[src/rtl/evm_tally_n_pkg.sv]
// Shared types and helpers for the evm_tally_n voting core.
package evm_pkg;

    localparam int MAX_CAND = 32;

    typedef logic [MAX_CAND-1:0] cand_vec_t;

    typedef enum logic [2:0] {
        IDLE    = 3'd0,
        VOTING  = 3'd1,
        TALLY   = 3'd2,
        RESOLVE = 3'd3,
        DONE    = 3'd4
    } evm_state_t;

    // Number of set bits; callers zero-extend their candidate vector into cand_vec_t.
    function automatic int unsigned popcount(input cand_vec_t v);
        int unsigned n;
        n = 0;
        for (int i = 0; i < MAX_CAND; i++) begin
            n += 32'(v[i]);
        end
        return n;
    endfunction

    // Exactly one bit set; an all-zero select is not one-hot.
    function automatic logic is_onehot(input cand_vec_t v);
        return popcount(v) == 32'd1;
    endfunction

endpackage

[src/rtl/evm_tally_n_if.sv]
// Ballot-side and result-side signals of the voting core, bundled for port hookup.
interface evm_tally_n_if #(
    parameter int NUM_CAND = 4,
    parameter int CNT_W    = 8
);
    localparam int IDX_W = $clog2(NUM_CAND + 1);
    localparam int TOT_W = CNT_W + $clog2(NUM_CAND);

    logic                      start;
    logic                      vote_valid;
    logic [NUM_CAND-1:0]       vote_sel;
    logic                      end_voting;
    logic                      voting_open;
    logic                      busy;
    logic                      vote_ack;
    logic                      vote_err;
    logic [NUM_CAND*CNT_W-1:0] count_flat;
    logic [TOT_W-1:0]          total_votes;
    logic [CNT_W-1:0]          reject_cnt;
    logic                      result_valid;
    logic [IDX_W-1:0]          winner;
    logic                      tie;
    logic [NUM_CAND-1:0]       tie_mask;

    modport master (
        output start, vote_valid, vote_sel, end_voting,
        input  voting_open, busy, vote_ack, vote_err, count_flat, total_votes,
               reject_cnt, result_valid, winner, tie, tie_mask
    );

    modport slave (
        input  start, vote_valid, vote_sel, end_voting,
        output voting_open, busy, vote_ack, vote_err, count_flat, total_votes,
               reject_cnt, result_valid, winner, tie, tie_mask
    );

endinterface

[src/rtl/evm_tally_n_max_scan.sv]
// Sequential max/tie scanner: examines one candidate count per enabled cycle.
module evm_max_scan
    import evm_pkg::*;
#(
    parameter int NUM_CAND = 4,
    parameter int CNT_W    = 8,
    parameter int IDX_W    = 3
) (
    input  logic                clk,
    input  logic                rst_n,
    input  logic                clr,
    input  logic                en,
    input  logic [CNT_W-1:0]    cnt_in,
    output logic [IDX_W-1:0]    idx,
    output logic [CNT_W-1:0]    max_val,
    output logic [NUM_CAND-1:0] mask
);

    logic [NUM_CAND-1:0] idx_oh;

    // One-hot form of the candidate currently being examined.
    always_comb begin
        idx_oh = '0;
        for (int i = 0; i < NUM_CAND; i++) begin
            if (idx == IDX_W'(i)) idx_oh[i] = 1'b1;
        end
    end

    // Running maximum and the set of candidates holding it; zero counts never join.
    always_ff @(posedge clk or negedge rst_n) begin
        if (!rst_n) begin
            idx     <= '0;
            max_val <= '0;
            mask    <= '0;
        end else if (clr) begin
            idx     <= '0;
            max_val <= '0;
            mask    <= '0;
        end else if (en) begin
            if (cnt_in > max_val) begin
                max_val <= cnt_in;
                mask    <= idx_oh;
            end else if (cnt_in == max_val && cnt_in != '0) begin
                mask    <= mask | idx_oh;
            end
            idx <= idx + 1'b1;
        end
    end

endmodule

[src/rtl/evm_tally_n.sv]
// N-candidate voting core: election control, saturating vote counters, winner/tie publication.
//
//   state   | meaning
//   --------+------------------------------------------------------------
//   IDLE    | after reset, nothing open
//   VOTING  | ballots accepted, one vote per vote_valid cycle
//   TALLY   | scanner walks one candidate per cycle for NUM_CAND cycles
//   RESOLVE | scan complete, winner/tie decided on the exit edge
//   DONE    | results and counts held until the next start
module evm_tally_n
    import evm_pkg::*;
#(
    parameter int NUM_CAND = 4,
    parameter int CNT_W    = 8
) (
    input  logic         clk,
    input  logic         rst_n,
    evm_tally_n_if.slave bus
);

    localparam int IDX_W = $clog2(NUM_CAND + 1);
    localparam int TOT_W = CNT_W + $clog2(NUM_CAND);

    evm_state_t          state_q;
    logic [CNT_W-1:0]    cnt_q [NUM_CAND];
    logic [TOT_W-1:0]    total_q;
    logic [CNT_W-1:0]    reject_q;
    logic                ack_q;
    logic                err_q;
    logic                result_valid_q;
    logic [IDX_W-1:0]    winner_q;
    logic                tie_q;
    logic [NUM_CAND-1:0] tie_mask_q;

    logic [CNT_W-1:0]          sel_cnt;
    logic [CNT_W-1:0]          scan_cnt;
    logic [IDX_W-1:0]          scan_idx;
    logic [CNT_W-1:0]          scan_max;
    logic [NUM_CAND-1:0]       scan_mask;
    logic [IDX_W-1:0]          win_idx;
    logic [NUM_CAND*CNT_W-1:0] flat;
    logic                      vote_ok;
    logic                      scan_clr;
    logic                      scan_en;

    // Count of the selected candidate (meaningful only when the select is one-hot).
    always_comb begin
        sel_cnt = '0;
        for (int i = 0; i < NUM_CAND; i++) begin
            if (bus.vote_sel[i]) sel_cnt = sel_cnt | cnt_q[i];
        end
    end

    assign vote_ok = is_onehot(cand_vec_t'(bus.vote_sel)) && (sel_cnt != {CNT_W{1'b1}});

    // Feed the scanner the count at its current index, and pack counts for readout.
    always_comb begin
        scan_cnt = '0;
        flat     = '0;
        win_idx  = '0;
        for (int i = 0; i < NUM_CAND; i++) begin
            if (scan_idx == IDX_W'(i)) scan_cnt = cnt_q[i];
            if (scan_mask[i])          win_idx  = IDX_W'(i + 1);
            flat[i*CNT_W +: CNT_W] = cnt_q[i];
        end
    end

    // The scanner is cleared on the same edge that closes voting, so a vote
    // landing on that edge is already in cnt_q when the scan begins.
    assign scan_clr = (state_q == VOTING) && bus.end_voting;
    assign scan_en  = (state_q == TALLY);

    evm_max_scan #(
        .NUM_CAND (NUM_CAND),
        .CNT_W    (CNT_W),
        .IDX_W    (IDX_W)
    ) u_scan (
        .clk     (clk),
        .rst_n   (rst_n),
        .clr     (scan_clr),
        .en      (scan_en),
        .cnt_in  (scan_cnt),
        .idx     (scan_idx),
        .max_val (scan_max),
        .mask    (scan_mask)
    );

    // Election FSM with counters, vote pulses and registered results.
    always_ff @(posedge clk or negedge rst_n) begin
        if (!rst_n) begin
            state_q        <= IDLE;
            total_q        <= '0;
            reject_q       <= '0;
            ack_q          <= 1'b0;
            err_q          <= 1'b0;
            result_valid_q <= 1'b0;
            winner_q       <= '0;
            tie_q          <= 1'b0;
            tie_mask_q     <= '0;
            for (int i = 0; i < NUM_CAND; i++) cnt_q[i] <= '0;
        end else begin
            ack_q <= 1'b0;
            err_q <= 1'b0;
            case (state_q)
                IDLE, DONE: begin
                    if (bus.start) begin
                        total_q        <= '0;
                        reject_q       <= '0;
                        result_valid_q <= 1'b0;
                        winner_q       <= '0;
                        tie_q          <= 1'b0;
                        tie_mask_q     <= '0;
                        for (int i = 0; i < NUM_CAND; i++) cnt_q[i] <= '0;
                        state_q        <= VOTING;
                    end
                end
                VOTING: begin
                    if (bus.vote_valid) begin
                        if (vote_ok) begin
                            for (int i = 0; i < NUM_CAND; i++) begin
                                if (bus.vote_sel[i]) cnt_q[i] <= cnt_q[i] + 1'b1;
                            end
                            total_q <= total_q + 1'b1;
                            ack_q   <= 1'b1;
                        end else begin
                            if (reject_q != {CNT_W{1'b1}}) reject_q <= reject_q + 1'b1;
                            err_q <= 1'b1;
                        end
                    end
                    if (bus.end_voting) state_q <= TALLY;
                end
                TALLY: begin
                    if (scan_idx == IDX_W'(NUM_CAND - 1)) state_q <= RESOLVE;
                end
                RESOLVE: begin
                    if (scan_max == '0) begin
                        winner_q <= '0;
                        tie_q    <= 1'b0;
                    end else if (popcount(cand_vec_t'(scan_mask)) == 32'd1) begin
                        winner_q <= win_idx;
                        tie_q    <= 1'b0;
                    end else begin
                        winner_q <= '0;
                        tie_q    <= 1'b1;
                    end
                    tie_mask_q     <= scan_mask;
                    result_valid_q <= 1'b1;
                    state_q        <= DONE;
                end
                default: state_q <= IDLE;
            endcase
        end
    end

    assign bus.voting_open  = (state_q == VOTING);
    assign bus.busy         = (state_q == TALLY) || (state_q == RESOLVE);
    assign bus.vote_ack     = ack_q;
    assign bus.vote_err     = err_q;
    assign bus.count_flat   = flat;
    assign bus.total_votes  = total_q;
    assign bus.reject_cnt   = reject_q;
    assign bus.result_valid = result_valid_q;
    assign bus.winner       = winner_q;
    assign bus.tie          = tie_q;
    assign bus.tie_mask     = tie_mask_q;

endmodule
[src/flat_wrapper.sv]
// flat-port wrapper written by rule: the top's interface ports become plain ports
module evm_tally_n_flat import evm_pkg::*;
#(
    parameter int NUM_CAND = 4,
    parameter int CNT_W    = 8
)
  (clk, rst_n, bus_start, bus_vote_valid, bus_vote_sel, bus_end_voting, bus_voting_open, bus_busy, bus_vote_ack, bus_vote_err, bus_count_flat, bus_total_votes, bus_reject_cnt, bus_result_valid, bus_winner, bus_tie, bus_tie_mask);
  evm_tally_n_if #(.NUM_CAND(NUM_CAND), .CNT_W(CNT_W)) bus_i ();
  input  logic clk;
  input  logic rst_n;
  input wire logic [$bits(bus_i.start)-1:0] bus_start;
  input wire logic [$bits(bus_i.vote_valid)-1:0] bus_vote_valid;
  input wire logic [$bits(bus_i.vote_sel)-1:0] bus_vote_sel;
  input wire logic [$bits(bus_i.end_voting)-1:0] bus_end_voting;
  output wire logic [$bits(bus_i.voting_open)-1:0] bus_voting_open;
  output wire logic [$bits(bus_i.busy)-1:0] bus_busy;
  output wire logic [$bits(bus_i.vote_ack)-1:0] bus_vote_ack;
  output wire logic [$bits(bus_i.vote_err)-1:0] bus_vote_err;
  output wire logic [$bits(bus_i.count_flat)-1:0] bus_count_flat;
  output wire logic [$bits(bus_i.total_votes)-1:0] bus_total_votes;
  output wire logic [$bits(bus_i.reject_cnt)-1:0] bus_reject_cnt;
  output wire logic [$bits(bus_i.result_valid)-1:0] bus_result_valid;
  output wire logic [$bits(bus_i.winner)-1:0] bus_winner;
  output wire logic [$bits(bus_i.tie)-1:0] bus_tie;
  output wire logic [$bits(bus_i.tie_mask)-1:0] bus_tie_mask;
  assign bus_i.start = bus_start;
  assign bus_i.vote_valid = bus_vote_valid;
  assign bus_i.vote_sel = bus_vote_sel;
  assign bus_i.end_voting = bus_end_voting;
  assign bus_voting_open = bus_i.voting_open;
  assign bus_busy = bus_i.busy;
  assign bus_vote_ack = bus_i.vote_ack;
  assign bus_vote_err = bus_i.vote_err;
  assign bus_count_flat = bus_i.count_flat;
  assign bus_total_votes = bus_i.total_votes;
  assign bus_reject_cnt = bus_i.reject_cnt;
  assign bus_result_valid = bus_i.result_valid;
  assign bus_winner = bus_i.winner;
  assign bus_tie = bus_i.tie;
  assign bus_tie_mask = bus_i.tie_mask;
  evm_tally_n #(.NUM_CAND(NUM_CAND), .CNT_W(CNT_W)) u_core (.clk(clk), .rst_n(rst_n), .bus(bus_i));
endmodule
[config.mk]
export PLATFORM = sky130hd
export DESIGN_NAME = evm_tally_n_flat
export DESIGN_NICKNAME = d
export VERILOG_FILES = /design/src/rtl/evm_tally_n_pkg.sv /design/src/rtl/evm_tally_n_if.sv /design/src/rtl/evm_tally_n_max_scan.sv /design/src/rtl/evm_tally_n.sv /design/src/flat_wrapper.sv
export SDC_FILE = /design/constraint.sdc
export NUM_CORES = 1
export LEC_CHECK = 0
export BUFFER_PORTS_ARGS = -buffer_cell sky130_fd_sc_hd__buf_4
export CORE_ASPECT_RATIO = 0.9
export CORE_MARGIN = 2
export CORE_UTILIZATION = 57
export CTS_CLUSTER_DIAMETER = 50
export DETAILED_ROUTE_END_ITERATION = 8
export GPL_ROUTABILITY_DRIVEN = 0
export PLACE_DENSITY = 0.8
export SLEW_MARGIN = 20
export SYNTH_ARGS = -nofsm -noshare
export SYNTH_HDL_FRONTEND = slang
export SYNTH_SLANG_ARGS = --single-unit
[constraint.sdc]
create_clock -name clk -period 4.1 [get_ports clk]
set_input_delay 0.41 -clock clk [delete_from_list [all_inputs] [get_ports clk]]
set_output_delay 0.41 -clock clk [all_outputs]
set_load 0.005 [all_outputs]
==> flow_summary.yaml, run 1 <==
power_and_ir_drop:
  power_frac_seq_pct: 36.0
  peakVddDrop_mv: 0.2250
  swShare_pct: 41.15
  p_clk_share_pct: 24.1
  static-leakage-power_nw: 2.395
  p_int_w: 0.001640
  p_per_area_nw_per_um2: 505.6
  power_switching_w: 0.001147
  comb_power_share_pct: 40.0
placement:
  dp_cells: 669
  io_buffer_count: 71
  post-place-ws_ns: 0.5166
  dpl.hpwl_um: 8653
clock_network:
  ctsHtreeMaxLevel: 3
  ctsRootBufferMaster: "clkbuf_8"
  cts_resized: 0
  hold_buffers: 0
  cts_tree: "done"
  cts_buffers: 9
  clk_latency_ns: 0.37
  cts.sink_count: 79
  clk_pin_slew_ns: 0.09
  cts_setup_buffers: 0
  clockBufferDepth: 2
sta:
  slew_viol_final: 0
  skew_ns: 0.009992
  min_period_ns: 3.638
  max_slew_margin_pct: 45.44
  fin_setup_tns_ns: 0
  hold_viol: 0
  worst_slew_pin_slew_ns: 0.8135
  whs_ns: 0.01269
  setup_slack_ns: 0.4618
  fmax_mhz: 274.9
  setup_viol_count_final: 0
  rsz0062_at_grt: "no"
  period_share_pct: 88.74
critical_path:
  worstPathRequired_ns: 4.33
  timing.rr.start: "u_core.u_scan.idx[0]$_DFFE_PN0P_"
  critPathLaunchType: "flop"
  ff2ff_path_depth: 11
  crit_type: "flop to flop"
  r2r_setup_slack_ns: 0.46
  path_max_fanout: 13
  reg2reg_to: "u_core.u_scan.max_val[1]$_DFFE_PN0P_"
  worstPathArrival_ns: 3.86
  critical_path.endpoint_type: "flop"
routing:
  drt_pass1_iterations: 5
  drtAntennaViolNets: 0
  postRouteWirelength_um: 12360
  post-route-drc-count: 0
  avgRoutedWirePerCell_um: 17.99
  drtIter0Drc: 462
  vias: 4442
  avgViaCountPerCell: 6.466
min_path:
  hold_class: "primary input to async pin"
synthesis:
  netlist_instances: 523
  ys_async_sr_fraction_pct: 100.0
  ys_warn_count: 0
  synth_area_leader_cell: "dfrtp_1"
  synth_area_per_cell_um2: 9.002
  synth_area_um2: 4708
  ys_seq_area_share_pct: 41.99
  synth_edf_count: 0
  syn_nets: 558
  synth.top_cells.by_area: "dfrtp_1, ha_1, a21oi_1"
  ys_dominant_reg_cell: "dfrtp_1"
  synth_cell_types: 55
  yosysTopAreaCellShare_pct: 41.99
  netlist_top_cells_count: "dfrtp_1, nand2_1, a21oi_1"
  synth.ff_latch_count: 79
  synth_most_common_cell: "dfrtp_1"
grt:
  met3_usage_pct: 6.065
  top_usage_layer: "met2"
  met2_usage_pct: 44.43
  track_usage_pct: 28.07
  grt_overflow: 0
  grt_use_met1_pct: 39.04
  grt_pass1_wl_um: 20300
  grt_max_degree: 80
  grt_pass1_vias: 4128
  grt_antenna_before_repair: 0
status:
  outcome: "finished, final reports clean"
floorplan:
  die_area_um2: 9004
  start_util_pct: 58.64
  rows: 31
  io_pins: 72
  fp.dieH_um: 90.22
  fp.dieW_um: 99.80
  core_um2: 8029
cells_and_area:
  nets: 618
  final_util_pct: 68.65
  layout-drive-gt1-share_pct: 18.37
  syn2layout_area_growth_pct: 17.06
  insertedDiodeCount: 0
  final_cells: 687
  fillerInstances: 630
flow_run:
  maxCapViolations: 0
[critical path: stages, from the launching register on]
cell and delay [ns]:
dfrtp_1 0.42, ha_1 0.22, ha_1 0.34, nor2_1 0.40, a32o_1 0.29, ha_1 0.26, a21o_1 0.17, a21o_1 0.17
a21oi_1 0.60, nor2_1 0.27, nor3_1 0.26, nor3_1 0.08
[worst max-delay path by stage]
stage / start / endpoint / slack, ns / cells after the start
2_1_floorplan: u_core.u_scan.idx[0]$_DFFE_PN0P_ / u_core.u_scan.max_val[0]$_DFFE_PN0P_ / 1.08 / 13
3_3_place_gp: u_core.u_scan.idx[0]$_DFFE_PN0P_ / u_core.u_scan.mask[3]$_DFFE_PN0P_ / 0.67 / 12
3_5_place_dp: bus_vote_sel[0] / u_core.bus.count_flat[21]$_DFFE_PN0P_ / 0.52 / 10
4_1_cts: u_core.u_scan.idx[0]$_DFFE_PN0P_ / u_core.u_scan.max_val[1]$_DFFE_PN0P_ / 0.59 / 11
5_1_grt: u_core.u_scan.idx[0]$_DFFE_PN0P_ / u_core.u_scan.max_val[1]$_DFFE_PN0P_ / 0.24 / 12
6_report: u_core.u_scan.idx[0]$_DFFE_PN0P_ / u_core.u_scan.max_val[1]$_DFFE_PN0P_ / 0.46 / 11
[through the flow]
stage	total power (W)	cell area [um2]
after floorplan	0.001788	4708
final	0.002787	5512
after detailed placement	0.002079	5236
after global placement	0.002027	5236
after CTS	0.002746	5464
after global routing	0.002955	5512
[layer usage]
metal	vias to the layer above	share of wire (%)
met5	-	0
met4	0	1.9
met3	31	7.0
met2	192	47
met1	2144	44
li1	2075	-
[cells by family after synthesis]
logic type | share of synthesized area, %
flip-flops | 41.99
AO/OA/AOI/OAI | 23.68
AND/OR/NAND/NOR | 21.92
adder cells (fa/ha/maj) | 7.228
buffers and inverters | 5.182
[state kept, by name, summed over array words and instances, names as in the netlist]
signal,count
u_core.bus.count_flat,32
u_core.bus.reject_cnt,8
u_core.bus.result_valid,1
u_core.bus.tie,1
u_core.bus.tie_mask,4
u_core.bus.total_votes,10
u_core.bus.vote_ack,1
u_core.bus.vote_err,1
u_core.bus.winner,3
u_core.state_q,3
u_core.u_scan.idx,3
u_core.u_scan.mask,4
u_core.u_scan.max_val,8
[power by group through the flow]
stage	combinational [W]	clock [W]	sequential, W
after floorplan	0.000804	0	0.000984
after global placement	0.00102	0	0.00101
after detailed placement	0.00107	0	0.00101
after CTS	0.00107	0.000675	0.000999
after global routing	0.00123	0.000706	0.00102
final	0.00111	0.000671	0.00100
[final cells by class]
cell class | instances | area, um2 | share of cell area (%)
tap | 99 | 123.9 | 2.247
multi-input combinational | 392 | 2494 | 45.24
inverter | 27 | 101.3 | 1.839
clock inverter | 7 | 103.9 | 1.884
timing repair buffer | 74 | 588.1 | 10.67
clock buffer | 9 | 123.9 | 2.247
sequential | 79 | 1977 | 35.87
[cells in the final DEF (no fill, tap or decap), drive strengths merged, types with 11 or more instances in the layout]
master / synthesis / layout
a32o: 11 / 11
ha: 24 / 24
or3: 26 / 26
nor2: 15 / 15
a22oi: 18 / 18
nand2: 65 / 65
o21ai: 45 / 45
inv: 27 / 30
nand3: 22 / 22
dfrtp: 79 / 79
buf: 12 / 74
a21oi: 49 / 49
nor3: 17 / 17
Power figures use the tool's default switching activity.
==> inputs of run 2 (changes only) <==
--- a/config.mk
+++ b/config.mk
@@ -5,10 +5,11 @@
 export SDC_FILE = /design/constraint.sdc
 export NUM_CORES = 1
 export LEC_CHECK = 0
+export ABC_AREA = 1
 export BUFFER_PORTS_ARGS = -buffer_cell sky130_fd_sc_hd__buf_4
 export CORE_ASPECT_RATIO = 0.9
 export CORE_MARGIN = 2
-export CORE_UTILIZATION = 57
+export CORE_UTILIZATION = 58
 export CTS_CLUSTER_DIAMETER = 50
 export DETAILED_ROUTE_END_ITERATION = 8
 export GPL_ROUTABILITY_DRIVEN = 0
==> run 2 against run 1 <==
  * Synthesized cell count up 38%
  * Non-clock buffer count down 1
  * First-iteration DRC count down 21%
  * Clock-buffer cell count unchanged
  * Worst setup slack better by 0.11 ns
  * Maximum frequency up 3.1%
  * Combinational power up 45%
  * Global-route usage up 0.96 points
  * Largest cell class unchanged
  * Largest power group unchanged
==> flow_summary.yaml, run 2 <==
floorplan:
  rows: 32
  start_util_pct: 59.96
  die_area_um2: 9670
  fp.dieW_um: 103.4
  core_um2: 8608
  io_pins: 72
  fp.dieH_um: 93.49
sta:
  fmax_mhz: 283.4
  hold_viol: 0
  period_share_pct: 86.06
  max_slew_margin_pct: 50.72
  min_period_ns: 3.528
  skew_ns: 0.009495
  fin_setup_tns_ns: 0
  worst_slew_pin_slew_ns: 0.7391
  slew_viol_final: 0
  rsz0062_at_grt: "no"
  setup_slack_ns: 0.5717
  setup_viol_count_final: 0
critical_path:
  path_max_fanout: 14
  crit_type: "flop to flop"
  crit_slowest_cell: "o21ai_2"
  critPathBufInv: 5
  reg2reg_to: "u_core.u_scan.mask[0]$_DFFE_PN0P_"
  r2r_setup_slack_ns: 0.57
  critical_path.endpoint_type: "flop"
  crit_family: "compound AO/OA/AOI/OAI gates"
  ff2ff_path_depth: 18
  worstPathArrival_ns: 3.83
  cpMostUsedCell: "nand2_1"
  slowest_delay_ns: 0.45
  timing.rr.start: "u_core.u_scan.idx[2]$_DFFE_PN0P_"
  critPathLaunchType: "flop"
  path_cells: "inv_1 > ha_1 > inv_1 > nand2_1 > inv_1 > a21boi_0 > inv_1 > ha_1 > a21oi_1 > o21ai_0 > nand2_1 > nand2_1 > nand2_1 > o21ai_2 > inv_2 > nand2_1 > nand2_1 > nand2_1"
  worstPathRequired_ns: 4.40
grt:
  grt_pass1_vias: 4642
  grt_max_degree: 80
  grt_antenna_before_repair: 0
  grt_overflow: 0
  track_usage_pct: 29.03
  grt_pass1_wl_um: 22090
status:
  outcome: "finished, final reports clean"
synthesis:
  synth_cell_types: 39
  synth_area_um2: 5161
  netlist_top_cells_count: "nand2_1, dfrtp_1, inv_1, nand3_1, nor2_1"
  ys_seq_area_share_pct: 38.30
  synth_edf_count: 0
  synth.ff_latch_count: 79
  netlist_instances: 722
  ys_dominant_reg_cell: "dfrtp_1"
  ys_warn_count: 0
  synth_area_per_cell_um2: 7.148
  synth_area_leader_cell: "dfrtp_1"
  yosysTopAreaCellShare_pct: 38.30
  ys_async_sr_fraction_pct: 100.0
  syn_nets: 757
  synth_most_common_cell: "nand2_1"
  synth.top_cells.by_area: "dfrtp_1, nand2_1, nand3_1"
clock_network:
  cts_resized: 0
  cts_tree: "done"
  clk_pin_slew_ns: 0.09
  clk_latency_ns: 0.37
  cts_buffers: 9
  ctsHtreeMaxLevel: 3
  cts_setup_buffers: 0
  ctsRootBufferMaster: "clkbuf_8"
  clockBufferDepth: 2
  cts.sink_count: 79
  hold_buffers: 0
power_and_ir_drop:
  peakVddDrop_mv: 0.3704
  p_per_area_nw_per_um2: 552.9
  static-leakage-power_nw: 3.071
placement:
  io_buffer_count: 71
  post-place-ws_ns: 0.7254
  dpl.hpwl_um: 9585
  placedInstanceArea_um2: 5746
cells_and_area:
  mostFrequentLayoutCell: "nand2_1"
  largest_reg_flops: 32
  fillerInstances: 734
  layout-drive-gt1-share_pct: 14.07
  final_util_pct: 69.36
  syn2layout_area_growth_pct: 15.68
  insertedDiodeCount: 0
  nets: 819
  final_cell_area_um2: 5971
  final_cell_mix: "nand2_1, dfrtp_1, inv_1, nand3_1, buf_4"
routing:
  vias: 5065
  drt_pass1_iterations: 5
  post-route-drc-count: 0
  avgRoutedWirePerCell_um: 14.69
  drtAntennaViolNets: 0
  drtIter0Drc: 364
  avgViaCountPerCell: 5.578
  postRouteWirelength_um: 13340
min_path:
  hold_class: "primary input to async pin"
flow_run:
  maxCapViolations: 0
## run 2: cell count changes after synthesis, sizes merged, moves of 9 or more
cell    change
nand2b      -9
a21oi      -42
a32o       -11
nor2       +37
xor2       +18
a22oi      -18
nand3      +60
a211oi      -9
nand2     +184
or4         -9
or3        -25
inv        +55
## run 2: cells by family (layout without fill, tap and decap cells)
family | Yosys count | after routing | synth area share (%)
simple gates | 425 | 425 | 35.85
xor+xnor | 24 | 24 | 4.073
fa+ha+maj | 26 | 26 | 6.594
flops | 79 | 79 | 38.30
buf+inv | 106 | 173 | 8.315
compound gates | 62 | 62 | 6.860
## run 2: stage by stage
stage,power (W),cells,hold WS [ns]
after global placement,0.002550,892,0.4628
after CTS,0.003280,908,0.2398
after floorplan,0.002176,722,0.1144
after global routing,0.003564,908,0.1334
after detailed placement,0.002618,892,0.4904
final,0.003301,908,0.03866
## run 2: where the power goes
part	switching (W)	leakage, nW	internal (W)
clock network	0.000311	0.105	0.000344
logic	0.00110	1.88	0.000514
registers	0.000131	1.08	0.000903
## run 2: worst max-delay path by stage
stage | startpoint | end | slack [ns] | cells after the start
after global routing | u_core.u_scan.idx[2]$_DFFE_PN0P_ | u_core.u_scan.mask[1]$_DFFE_PN0P_ | 0.19 | 18
final | u_core.u_scan.idx[2]$_DFFE_PN0P_ | u_core.u_scan.mask[0]$_DFFE_PN0P_ | 0.57 | 18
after global placement | u_core.u_scan.idx[2]$_DFFE_PN0P_ | u_core.u_scan.mask[3]$_DFFE_PN0P_ | 1.01 | 18
after floorplan | u_core.u_scan.idx[2]$_DFFE_PN0P_ | u_core.u_scan.max_val[1]$_DFFE_PN0P_ | 1.36 | 19
after detailed placement | u_core.u_scan.idx[2]$_DFFE_PN0P_ | u_core.u_scan.mask[1]$_DFFE_PN0P_ | 0.73 | 18
after CTS | u_core.u_scan.idx[2]$_DFFE_PN0P_ | u_core.u_scan.mask[1]$_DFFE_PN0P_ | 0.68 | 18
## run 2: worst reg2reg max path, cell delays in order (launching register included)
cell,delay (ns)
dfrtp_1,0.41
inv_1,0.25
ha_1,0.36
inv_1,0.21
nand2_1,0.11
inv_1,0.04
a21boi_0,0.26
inv_1,0.11
ha_1,0.31
a21oi_1,0.07
o21ai_0,0.17
nand2_1,0.07
nand2_1,0.08
nand2_1,0.11
o21ai_2,0.45
inv_2,0.15
nand2_1,0.17
nand2_1,0.08
nand2_1,0.06
## run 2: metal layers
layer,share of wire [%],up-vias,routed length (um),global-route usage (%)
met3,7.8,32,1042,5.755
met4,2.1,0,280,9.759
met1,45,2383,5950,41.35
li1,-,2440,-,-
met2,45,210,6063,44.14
met5,0,-,0,0
## run 2: area by class of cell
| class | instances | area [um2] | share of cell area, % |
|---|---|---|---|
| flip-flops and latches | 79 | 1977 | 33.11 |
| multi-input cells | 537 | 2755 | 46.14 |
| repair buffers | 73 | 551.8 | 9.241 |
| inverters | 84 | 316.6 | 5.302 |
| clock inverters | 7 | 97.59 | 1.635 |
| clock buffers | 9 | 123.9 | 2.075 |
| well taps | 119 | 148.9 | 2.494 |
